$ cat src/rtl/vending_status_tx.sv
// UART status transmitter: sends a 5-byte message (flag, three decimal digits, CR)
// as back-to-back 8N1 frames for a captured 7-bit credit total and dispense flag.
module vending_status_tx #(
    parameter int unsigned CLKS_PER_BIT = 5208
) (
    input  logic       clk,
    input  logic       reset,
    input  logic       send,
    input  logic [6:0] total,
    input  logic       water,
    output logic       TxD,
    output logic       busy,
    output logic       done
);

    localparam int unsigned CntW = (CLKS_PER_BIT > 1) ? $clog2(CLKS_PER_BIT) : 1;
    localparam logic [CntW-1:0] BaudMax = CntW'(CLKS_PER_BIT - 1);

    localparam logic [7:0] FlagWater = 8'h44;
    localparam logic [7:0] FlagTotal = 8'h54;
    localparam logic [7:0] CharCr    = 8'h0D;
    localparam logic [2:0] LastByte  = 3'd4;
    localparam logic [2:0] LastBit   = 3'd7;

    typedef enum logic [1:0] {
        StIdle,
        StStart,
        StData,
        StStop
    } state_e;

    state_e          state_q;
    logic [2:0]      byte_idx_q;
    logic [2:0]      bit_idx_q;
    logic [CntW-1:0] baud_q;
    logic [6:0]      total_q;
    logic            water_q;
    logic            txd_q;
    logic            busy_q;
    logic            done_q;

    logic [9:0]      bcd;
    logic [7:0]      cur_byte;
    logic            baud_end;
    logic            accept;

    // Shift-and-add-3 conversion; 127 needs only two bits for the hundreds digit.
    function automatic logic [9:0] bin2bcd(input logic [6:0] bin);
        logic [9:0] acc;
        acc = '0;
        for (int i = 6; i >= 0; i--) begin
            if (acc[3:0] >= 4'd5) acc[3:0] = acc[3:0] + 4'd3;
            if (acc[7:4] >= 4'd5) acc[7:4] = acc[7:4] + 4'd3;
            acc = {acc[8:0], bin[i]};
        end
        return acc;
    endfunction

    always_comb begin
        bcd = bin2bcd(total_q);
    end

    always_comb begin
        cur_byte = CharCr;
        case (byte_idx_q)
            3'd0:    cur_byte = water_q ? FlagWater : FlagTotal;
            3'd1:    cur_byte = {4'h3, 2'b00, bcd[9:8]};
            3'd2:    cur_byte = {4'h3, bcd[7:4]};
            3'd3:    cur_byte = {4'h3, bcd[3:0]};
            default: cur_byte = CharCr;
        endcase
    end

    assign baud_end = (baud_q == BaudMax);
    assign accept   = send & ~busy_q;

    // Outputs are registered so the start bit and busy rise together one cycle after accept.
    always_ff @(posedge clk) begin
        if (reset) begin
            state_q    <= StIdle;
            byte_idx_q <= '0;
            bit_idx_q  <= '0;
            baud_q     <= '0;
            total_q    <= '0;
            water_q    <= 1'b0;
            txd_q      <= 1'b1;
            busy_q     <= 1'b0;
            done_q     <= 1'b0;
        end else begin
            done_q <= 1'b0;
            case (state_q)
                StIdle: begin
                    txd_q <= 1'b1;
                    if (accept) begin
                        total_q    <= total;
                        water_q    <= water;
                        byte_idx_q <= '0;
                        bit_idx_q  <= '0;
                        baud_q     <= '0;
                        txd_q      <= 1'b0;
                        busy_q     <= 1'b1;
                        state_q    <= StStart;
                    end
                end
                StStart: begin
                    if (baud_end) begin
                        baud_q    <= '0;
                        bit_idx_q <= '0;
                        txd_q     <= cur_byte[0];
                        state_q   <= StData;
                    end else begin
                        baud_q <= baud_q + CntW'(1);
                    end
                end
                StData: begin
                    if (baud_end) begin
                        baud_q <= '0;
                        if (bit_idx_q == LastBit) begin
                            txd_q   <= 1'b1;
                            state_q <= StStop;
                        end else begin
                            bit_idx_q <= bit_idx_q + 3'd1;
                            txd_q     <= cur_byte[bit_idx_q + 3'd1];
                        end
                    end else begin
                        baud_q <= baud_q + CntW'(1);
                    end
                end
                StStop: begin
                    if (baud_end) begin
                        baud_q <= '0;
                        if (byte_idx_q == LastByte) begin
                            txd_q   <= 1'b1;
                            busy_q  <= 1'b0;
                            done_q  <= 1'b1;
                            state_q <= StIdle;
                        end else begin
                            byte_idx_q <= byte_idx_q + 3'd1;
                            txd_q      <= 1'b0;
                            state_q    <= StStart;
                        end
                    end else begin
                        baud_q <= baud_q + CntW'(1);
                    end
                end
                default: state_q <= StIdle;
            endcase
        end
    end

    assign TxD  = txd_q;
    assign busy = busy_q;
    assign done = done_q;

endmodule

$ cat config.mk
export PLATFORM = sky130hd
export DESIGN_NAME = vending_status_tx
export DESIGN_NICKNAME = d
export VERILOG_FILES = /design/src/rtl/vending_status_tx.sv
export SDC_FILE = /design/constraint.sdc
export NUM_CORES = 1
export LEC_CHECK = 0
export CAP_MARGIN = 20
export CELL_PAD_IN_SITES_DETAIL_PLACEMENT = 0
export CELL_PAD_IN_SITES_GLOBAL_PLACEMENT = 1
export CORE_MARGIN = 2
export CORE_UTILIZATION = 48
export DETAILED_ROUTE_END_ITERATION = 12
export PLACE_DENSITY_LB_ADDON = 0.12
export RECOVER_POWER = 50
export SLEW_MARGIN = 20
export SYNTH_ARGS = -nofsm -noshare
export SYNTH_HDL_FRONTEND = slang
export SYNTH_SLANG_ARGS = --single-unit
export TNS_END_PERCENT = 10
$ cat constraint.sdc
create_clock -name clk -period 10.9 [get_ports clk]
set_input_delay 1.635 -clock clk [delete_from_list [all_inputs] [get_ports clk]]
set_output_delay 1.635 -clock clk [all_outputs]
set_load 0.02 [all_outputs]
# Yosys cells after proc, flatten, opt, wreduce, memory -nomap -nowiden
# Cells that the tools add are included.
[word_totals]
reg_bits = 32
out_inout_bits = 3
[op_classes]
add_sub_neg = 8
magnitude_cmp = 6
eq_ne = 17
muxes = 38
n_bitwise = 4
n_reduce_logical = 12
[op_table]
columns = ["operator", "n"]
rows = [
  ["one-hot mux 7 bit (4 select lines)", 1],
  ["2-to-1 mux 13 bit", 2],
  ["one-hot mux 13 bit (2 select lines)", 1],
  ["2-to-1 mux 4 bit", 5],
  ["2-to-1 mux 3 bit", 6],
  ["inequality test 2 bit, second input constant", 8],
  ["adder 13 x 1 -> 13 bit, second input constant", 1],
  ["== test 13 bit, second input constant", 1],
  ["adder 4 x 2 -> 4 bit, second input constant", 3],
  ["greater-or-equal comparator 4 x 3 -> 1 bit, second input constant", 3],
  ["2-to-1 mux 1 bit", 11],
  ["2-to-1 mux 2 bit", 5],
  ["AND reduction 5 bit", 2],
  ["one-hot mux 3 bit (3 select lines)", 1],
  ["adder 3 x 2 -> 4 bit, second input constant", 2],
  ["one-hot mux 2 bit (4 select lines)", 1],
  ["AND reduction 4 bit", 2],
  ["adder 3 x 1 -> 3 bit, second input constant", 2],
  ["== test 3 x 2 -> 1 bit, second input constant", 2],
  ["== test 3 bit, second input constant", 2],
  ["greater-or-equal comparator 3 bit, second input constant", 2],
  ["one-hot mux 3 bit (2 select lines)", 1],
  ["OR reduction 3 bit", 2],
  ["2-to-1 mux 5 bit", 1],
  ["15 further kinds", 18],
]

# Longest topological paths before layout
[logic_depth]
depth_word = 14
ltp_mapped = 21

# Worst setup path before layout
# No wires, ideal clock.
[synth_path]
kind = "register to register"
startpoint = "register total_q[5]"
endpoint = "register txd_q (netlist: TxD)"
setup_time_ns = 0.087
t_arrival_ns = 4.066
t_required_ns = 10.813
setup_slack_ns = 6.747
path_stages_with_launch = 21
n_path_buf = 1
period_less_slack_ns = 4.153
cell_sequence = "dfxtp_1 -> buf_6 -> inv_1 -> ha_1 -> o21ai_1 -> xnor2_1 -> ha_1 -> or2b_1 -> a32oi_2 -> xnor2_1 -> ha_1 -> nand2b_1 -> nand2_1 -> mux2i_4 -> ha_1 -> nor2_1 -> mux2_2 -> o31a_1 -> o2111ai_1 -> a32oi_1 -> o31ai_1"
[synth_via]
elab_chain_cells = 14
word_cells_on_any_way = 22
classes_between = "5 x add/sub; 5 x order compare; 12 x mux"
[synth_rtl]
columns = ["item", "line_no", "source"]
rows = [
  ["start, declared", "36", "logic [6:0] total_q;"],
  ["start signal, assigned", "95", "total_q <= total;"],
  ["adder 3 x 2 -> 4 bit or greater-or-equal comparator 3 bit (tied branches)", "52", "if (acc[3:0] >= 4'd5) acc[3:0] = acc[3:0] + 4'd3;"],
  ["2-to-1 mux 4 bit *", "52", ""],
  ["adder 4 x 2 -> 4 bit or greater-or-equal comparator 4 x 3 -> 1 bit (tied branches)", "52", ""],
  ["2-to-1 mux 4 bit", "52", ""],
  ["greater-or-equal comparator 4 x 3 -> 1 bit or adder 4 x 2 -> 4 bit (tied branches)", "52", ""],
  ["2-to-1 mux 4 bit", "52", ""],
  ["adder 4 x 2 -> 4 bit (tied with other cells)", "52", ""],
  ["2-to-1 mux 4 bit (on tied branches)", "52, 53", ""],
  ["one-hot mux 7 bit (4 select lines) *", "65", "case (byte_idx_q)"],
  ["binary-select mux 1 bit (select 3 bit)", "123", "txd_q <= cur_byte[bit_idx_q + 3'd1];"],
  ["2-to-1 mux 1 bit (not written as such)", "123", ""],
  ["2-to-1 mux 1 bit", "118", "if (bit_idx_q == LastBit) begin"],
  ["2-to-1 mux 1 bit", "116", "if (baud_end) begin"],
  ["one-hot mux 1 bit (4 select lines) *", "91", "case (state_q)"],
  ["end signal, assigned", "109", "txd_q <= cur_byte[0];"],
  ["end signal, assigned", "123", ""],
  ["end, declared", "38", "logic txd_q;"],
]
# Every way passes the cells marked *; elsewhere a longest branch is shown, timed or not. The select of a mux whose other input is x is not followed.
# A chain may end at the register's enable or synchronous reset.

# Final worst setup path
# Same ends and word-level chain as after synthesis.

==> impl_metrics.env <==
export IMPL_cts_buffer_depth=2
export IMPL_yosysTopAreaCell="dfxtp_1"
export IMPL_dp_cells=386
export IMPL_rsz0062_at_grt="false"
export IMPL_fp_dieH_um=75.9
export IMPL_cp_slowest_cell="dfxtp_1"
export IMPL_period_share=0.422
export IMPL_dp_hpwl_mm=3.87
export IMPL_path_common_cell="ha_1"
export IMPL_ctsHtreeMaxLevel=2
export IMPL_status="finished clean"
export IMPL_yosys_top_cells_count="nand2_1 (41), nor2_1 (41), dfxtp_1 (32)"
export IMPL_async_flop_share=0
export IMPL_worst_path_buf_inv=1
export IMPL_synth_edff_count=0
export IMPL_antenna_cells=0
export IMPL_clk_latency_ns=0.28
export IMPL_syn_num_nets=347
export IMPL_cts_tree="done"
export IMPL_cap_violations=0
export IMPL_drv_slew=0
export IMPL_grt_pass1_wl_mm=8.47
export IMPL_fmax_mhz=217
export IMPL_cp_max_fo=10
export IMPL_whs_ns=0.462
export IMPL_cpPeakStageDelay_ns=0.48
export IMPL_worstMarginPinSlew_ns=1.08
export IMPL_min_from="water_q"
export IMPL_cts_root_buf="clkbuf_8"
export IMPL_yosysWarnings=0
export IMPL_antenna_found_initial=0
export IMPL_setup_tns_ns=0
export IMPL_ys_ff_latch=32
export IMPL_cts_resized=0
export IMPL_setup_violations_final=0
export IMPL_die_x_um=75.9
export IMPL_ys_seq_area_frac=0.258
export IMPL_crit_chain="inv_1 -> ha_1 -> o21ai_1 -> xnor2_1 -> ha_1 -> or2b_1 -> a32oi_2 -> xnor2_1 -> ha_1 -> nand2b_1 -> nand2_1 -> mux2i_4 -> ha_1 -> nor2_1 -> mux2_2 -> o31a_1 -> o2111ai_1 -> a32oi_1 -> o31ai_1"
export IMPL_grt_pass1_vias=1921
export IMPL_vias=2106
export IMPL_initial_core_util=0.492
export IMPL_track_usage=0.192
export IMPL_synth_area_leaders="dfxtp_1 (26%), ha_1 (11%), nand2_1 (6.2%), nor2_1 (6.2%), a21oi_1 (4.0%)"
export IMPL_path_delay_family="compound AO/OA/AOI/OAI gates"
export IMPL_grt_max_degree=21
export IMPL_drive_above_1_share=0.0802
export IMPL_worstSetupStartpoint="total_q[5]"
export IMPL_max_slew_margin=0.272
export IMPL_required_ns=11.10
export IMPL_fin_crit_ns=4.60
export IMPL_hold_viol_final=0
export IMPL_wl_per_cell_um=12.8
export IMPL_gp_congestion=0.899
export IMPL_dr_first_iter_drc_count=99
export IMPL_area_growth_pct=9.94
export IMPL_final_nets=355
export IMPL_fin_cells=394
export IMPL_cts_hold_fix_buffers=0
export IMPL_cts_buffers=5
export IMPL_power_leakage_uw=0.00103
export IMPL_cts_clk_slew_worst_paths_ns=0.07
export IMPL_yosys_most_used_dff="dfxtp_1"
export IMPL_hp_class="reg -> reg"
export IMPL_peakVddDrop_uv=101
export IMPL_ios=14
export IMPL_post_route_drc_count=0
export IMPL_postSynthAreaPerCell_um2=7.87
export IMPL_yosysUniqueCellTypes=66
export IMPL_drtAntennaViolNets=0
export IMPL_placed_area_um2=2630
export IMPL_timing_rr_start="total_q[5]"
export IMPL_synth_cells=315
export IMPL_portBuffers=13
export IMPL_dieArea_um2=5750
export IMPL_worst_clock_skew_ns=0.00649
export IMPL_drt_total_wl_mm=5.03
export IMPL_start_kind="flop"
export IMPL_critical_path_class="reg -> reg"
export IMPL_worst_ep_arrival_time_ns=4.80
export IMPL_fin_area_um2=2730
export IMPL_via_per_inst=5.35
export IMPL_row_count=26
export IMPL_overflow=0
export IMPL_cts_sinks=32
export IMPL_core_um2=5040
export IMPL_crit_path_end_kind="flop"
export IMPL_power_density_nw_per_um2=184
export IMPL_synth_area_um2=2480
export IMPL_postCtsSetupRepairBufs=0
export IMPL_firstDrtPassIters=4
export IMPL_synth_top_area_frac=0.258
-- cell families (layout without fill, tap and decap cells) --
logic type,Yosys count,in the layout,synth area share
compound gates,70,70,0.204
xor+xnor,12,12,0.0424
buf+inv,27,36,0.0485
simple gates,138,138,0.272
flops,32,32,0.258
fa+ha+maj,21,21,0.106
mux,15,15,0.0687
-- state kept, by name (all words and copies together) (netlist names) --
signal	count
water_q	1
done	1
state_q	2
total_q	7
TxD	1
busy	1
byte_idx_q	3
baud_q	13
bit_idx_q	3
-- through the flow --
step                       util  total power [µW]  worst slack [ns]
after floorplan               -               362              6.75
after global placement    0.522               413              6.42
after detailed placement  0.522               414              6.27
after CTS                 0.540               510              6.27
after global routing      0.540               545              5.91
final                     0.540               502              6.30
-- layer usage --
metal  GRT usage  routed length, µm  vias to the layer above
li1            -                  -                     1122
met1       0.245               2500                      971
met2       0.328               2400                       11
met3      0.0410                 96                        2
met4      0.0487                 27                        0
met5           0                  0                        -
-- worst paths after layout --
check	endpoint	slack, ns	cells past startpoint
setup / recovery	TxD	6.30	19
hold / removal	water_q	0.46	2
setup reg to reg	TxD	6.30	19
hold reg to reg	water_q	0.46	2
-- worst min-delay path: cells and delay by family, from the launching register on --
family	cells	cell delay, ns
flip-flops	1	0.31
AND/OR/NAND/NOR	1	0.05
AO/OA/AOI/OAI	1	0.05
-- cell usage in the layout, fill, tap and decap left out, drive strengths merged, types with 2 or more instances in the layout --
cell,count
nor4,2
ha,21
clkdlybuf4s50,8
a21oi,21
nand3,9
mux2i,12
clkinv,2
mux2,3
o31ai,2
nand4,2
a2111oi,3
nand3b,2
a32oi,2
a21boi,4
a21o,3
nor2b,3
nor3b,3
xnor2,5
dlygate4sd3,5
nor3,7
o21ai,16
o21a,2
a211oi,2
nor2,42
o2111ai,2
xor2,7
and3b,2
nand2,42
and2,3
o211ai,3
and3,5
inv,15
or3,4
clkbuf,6
nand2b,6
dfxtp,32
-- where the power goes --
group          total, µW  internal [µW]  switching, µW
sequential           151            132           19.0
combinational        258            107            151
clock               93.4           50.3           43.1
-- layout make-up --
cell class / count / area, µm²
Clock buffer: 6 / 82.6
Clock inverter: 2 / 10.0
Fill cell: 516 / 2320
Inverter: 15 / 56.3
Multi-Input combinational cell: 256 / 1720
Sequential cell: 32 / 641
Tap cell: 70 / 87.6
Timing Repair Buffer: 13 / 130
Note: power is estimated with default switching activity, not from simulation.
==> variant: new RTL, same settings <==
The parameter `CLKS_PER_BIT` goes from 5208 to 10416.
--- a/src/rtl/vending_status_tx.sv
+++ b/src/rtl/vending_status_tx.sv
@@ -3,3 +3,3 @@
 module vending_status_tx #(
-    parameter int unsigned CLKS_PER_BIT = 5208
+    parameter int unsigned CLKS_PER_BIT = 10416
 ) (
Check against the original RTL: no difference found for any inputs over 10 cycles, from zero or initial values and one cycle with reset high; that may be too few to reach the edited logic, so the function may still have changed.
==> variant against the original RTL <==
Count of clock-buffer cells in the layout shrank 1; routed wire length grew 4.6%; worst hold slack gained 0.0050 ns; synthesized area shrank 1.4%; sequential cell count grew 1; total power grew 10%; sequential power grew 3%; worst setup slack gained 0.21 ns; design area grew 1.1%; synthesized cell count grew 0.95%; global-route usage grew 1.3 points; critical endpoint unchanged.
==> variant: results (changes against the original RTL) <==
.. list-table::
   :header-rows: 1

   * - Metric
     - Value
   * - Status
     - finished, final reports clean
   * - Sequential-to-total area share from yosys stat
     - 27.02% (+1.2 points)
   * - Max VDD drop
     - 0.1165 mV (+16%)
   * - Fraction of layout instances using a drive strength above 1
     - 5.775% (-2.2 points)
   * - Crit Path Max Fanout
     - 9 (-1)
   * - Reg2reg setup slack
     - 6.50 ns (+0.21 ns)
   * - Number of fill cells in the layout
     - 485 (-6.0%)
   * - Total number of vias
     - 2160 (+2.6%)
   * - Leading post-synthesis cells by cell area
     - dfxtp_1 (27%), ha_1 (11%), nor2_1 (5.5%)
   * - Critical path arrival
     - 4.60 ns (-0.20 ns)
   * - Largest registers
     - baud_q x14, total_q x7
   * - Pleak
     - 0.001041 µW (+1.5%)
   * - Final #Nets
     - 360 (+1.4%)
   * - Distinct cells, synth
     - 55 (-17%)
   * - Post-Route WL
     - 5256 µm (+4.6%)
   * - Clock skew
     - 0.008313 ns (+0.001824 ns)
   * - Post-route fraction of the period consumed by the critical path
     - 40.33% (-1.9 points)
   * - Share of the synthesized area in the top cell type
     - 27.02% (+1.2 points)
   * - Final weighted congestion of routability-driven global placement
     - 0.8470 (-5.8%)
   * - Wire length of the first global-routing pass
     - 8970 µm (+6.0%)
   * - Total track usage
     - 20.42% (+1.3 points)
   * - Net count after synthesis
     - 350 (+0.86%)
   * - Worst R2R Path Depth
     - 15 (-4)
   * - Number of DRC markers after the initial detailed-route iteration
     - 69 (-30%)
   * - Post-synth top cells
     - nor2_1 (36), nand2_1 (34), dfxtp_1 (33)
   * - Critical path's slowest cell
     - or4b_4
## variant: through the flow
step | hold WS, ns | power, µW | cell area, µm² | cells
2_1_floorplan | 0.4356 | 360.4 | 2445 | 318
3_3_place_gp | 0.4483 | 417.0 | 2624 | 388
3_5_place_dp | 0.4558 | 417.9 | 2624 | 388
4_1_cts | 0.4725 | 559.3 | 2758 | 396
5_1_grt | 0.5107 | 598.8 | 2754 | 396
6_report | 0.4673 | 553.9 | 2754 | 396
## variant: area by class of cell
class | count | area [µm²] | share of cell area, %
inverters | 22 | 83.83 | 3.044
multi-input cells | 252 | 1658 | 60.20
repair buffers | 14 | 133.9 | 4.861
clock inverters | 3 | 65.06 | 2.363
well taps | 67 | 83.83 | 3.044
flip-flops and latches | 33 | 660.6 | 23.99
clock buffers | 5 | 68.82 | 2.499
## variant: report_power, final
group	switching, µW	total, µW	internal [µW]
logic	156	261	106
registers	19.6	155	135
clock network	46.9	138	90.9
total	222	554	332
## variant: metal layers
metal / vias up / global-route usage, % / wire length, µm
met3: 7 / 3.571 / 134
met2: 18 / 32.46 / 2353
met5: - / 0 / 0
li1: 1148 / - / -
met4: 0 / 5.848 / 61
met1: 987 / 28.52 / 2708
## variant: kinds of logic after synthesis
| kind of cell | share of synthesized area, % |
|---|---|
| AND/OR/NAND/NOR | 25.13 |
| AO/OA/AOI/OAI | 20.93 |
| buffers and inverters | 5.169 |
| flip-flops | 27.02 |
| adder cells (fa/ha/maj) | 10.75 |
| XOR/XNOR | 5.374 |
| multiplexers | 5.629 |
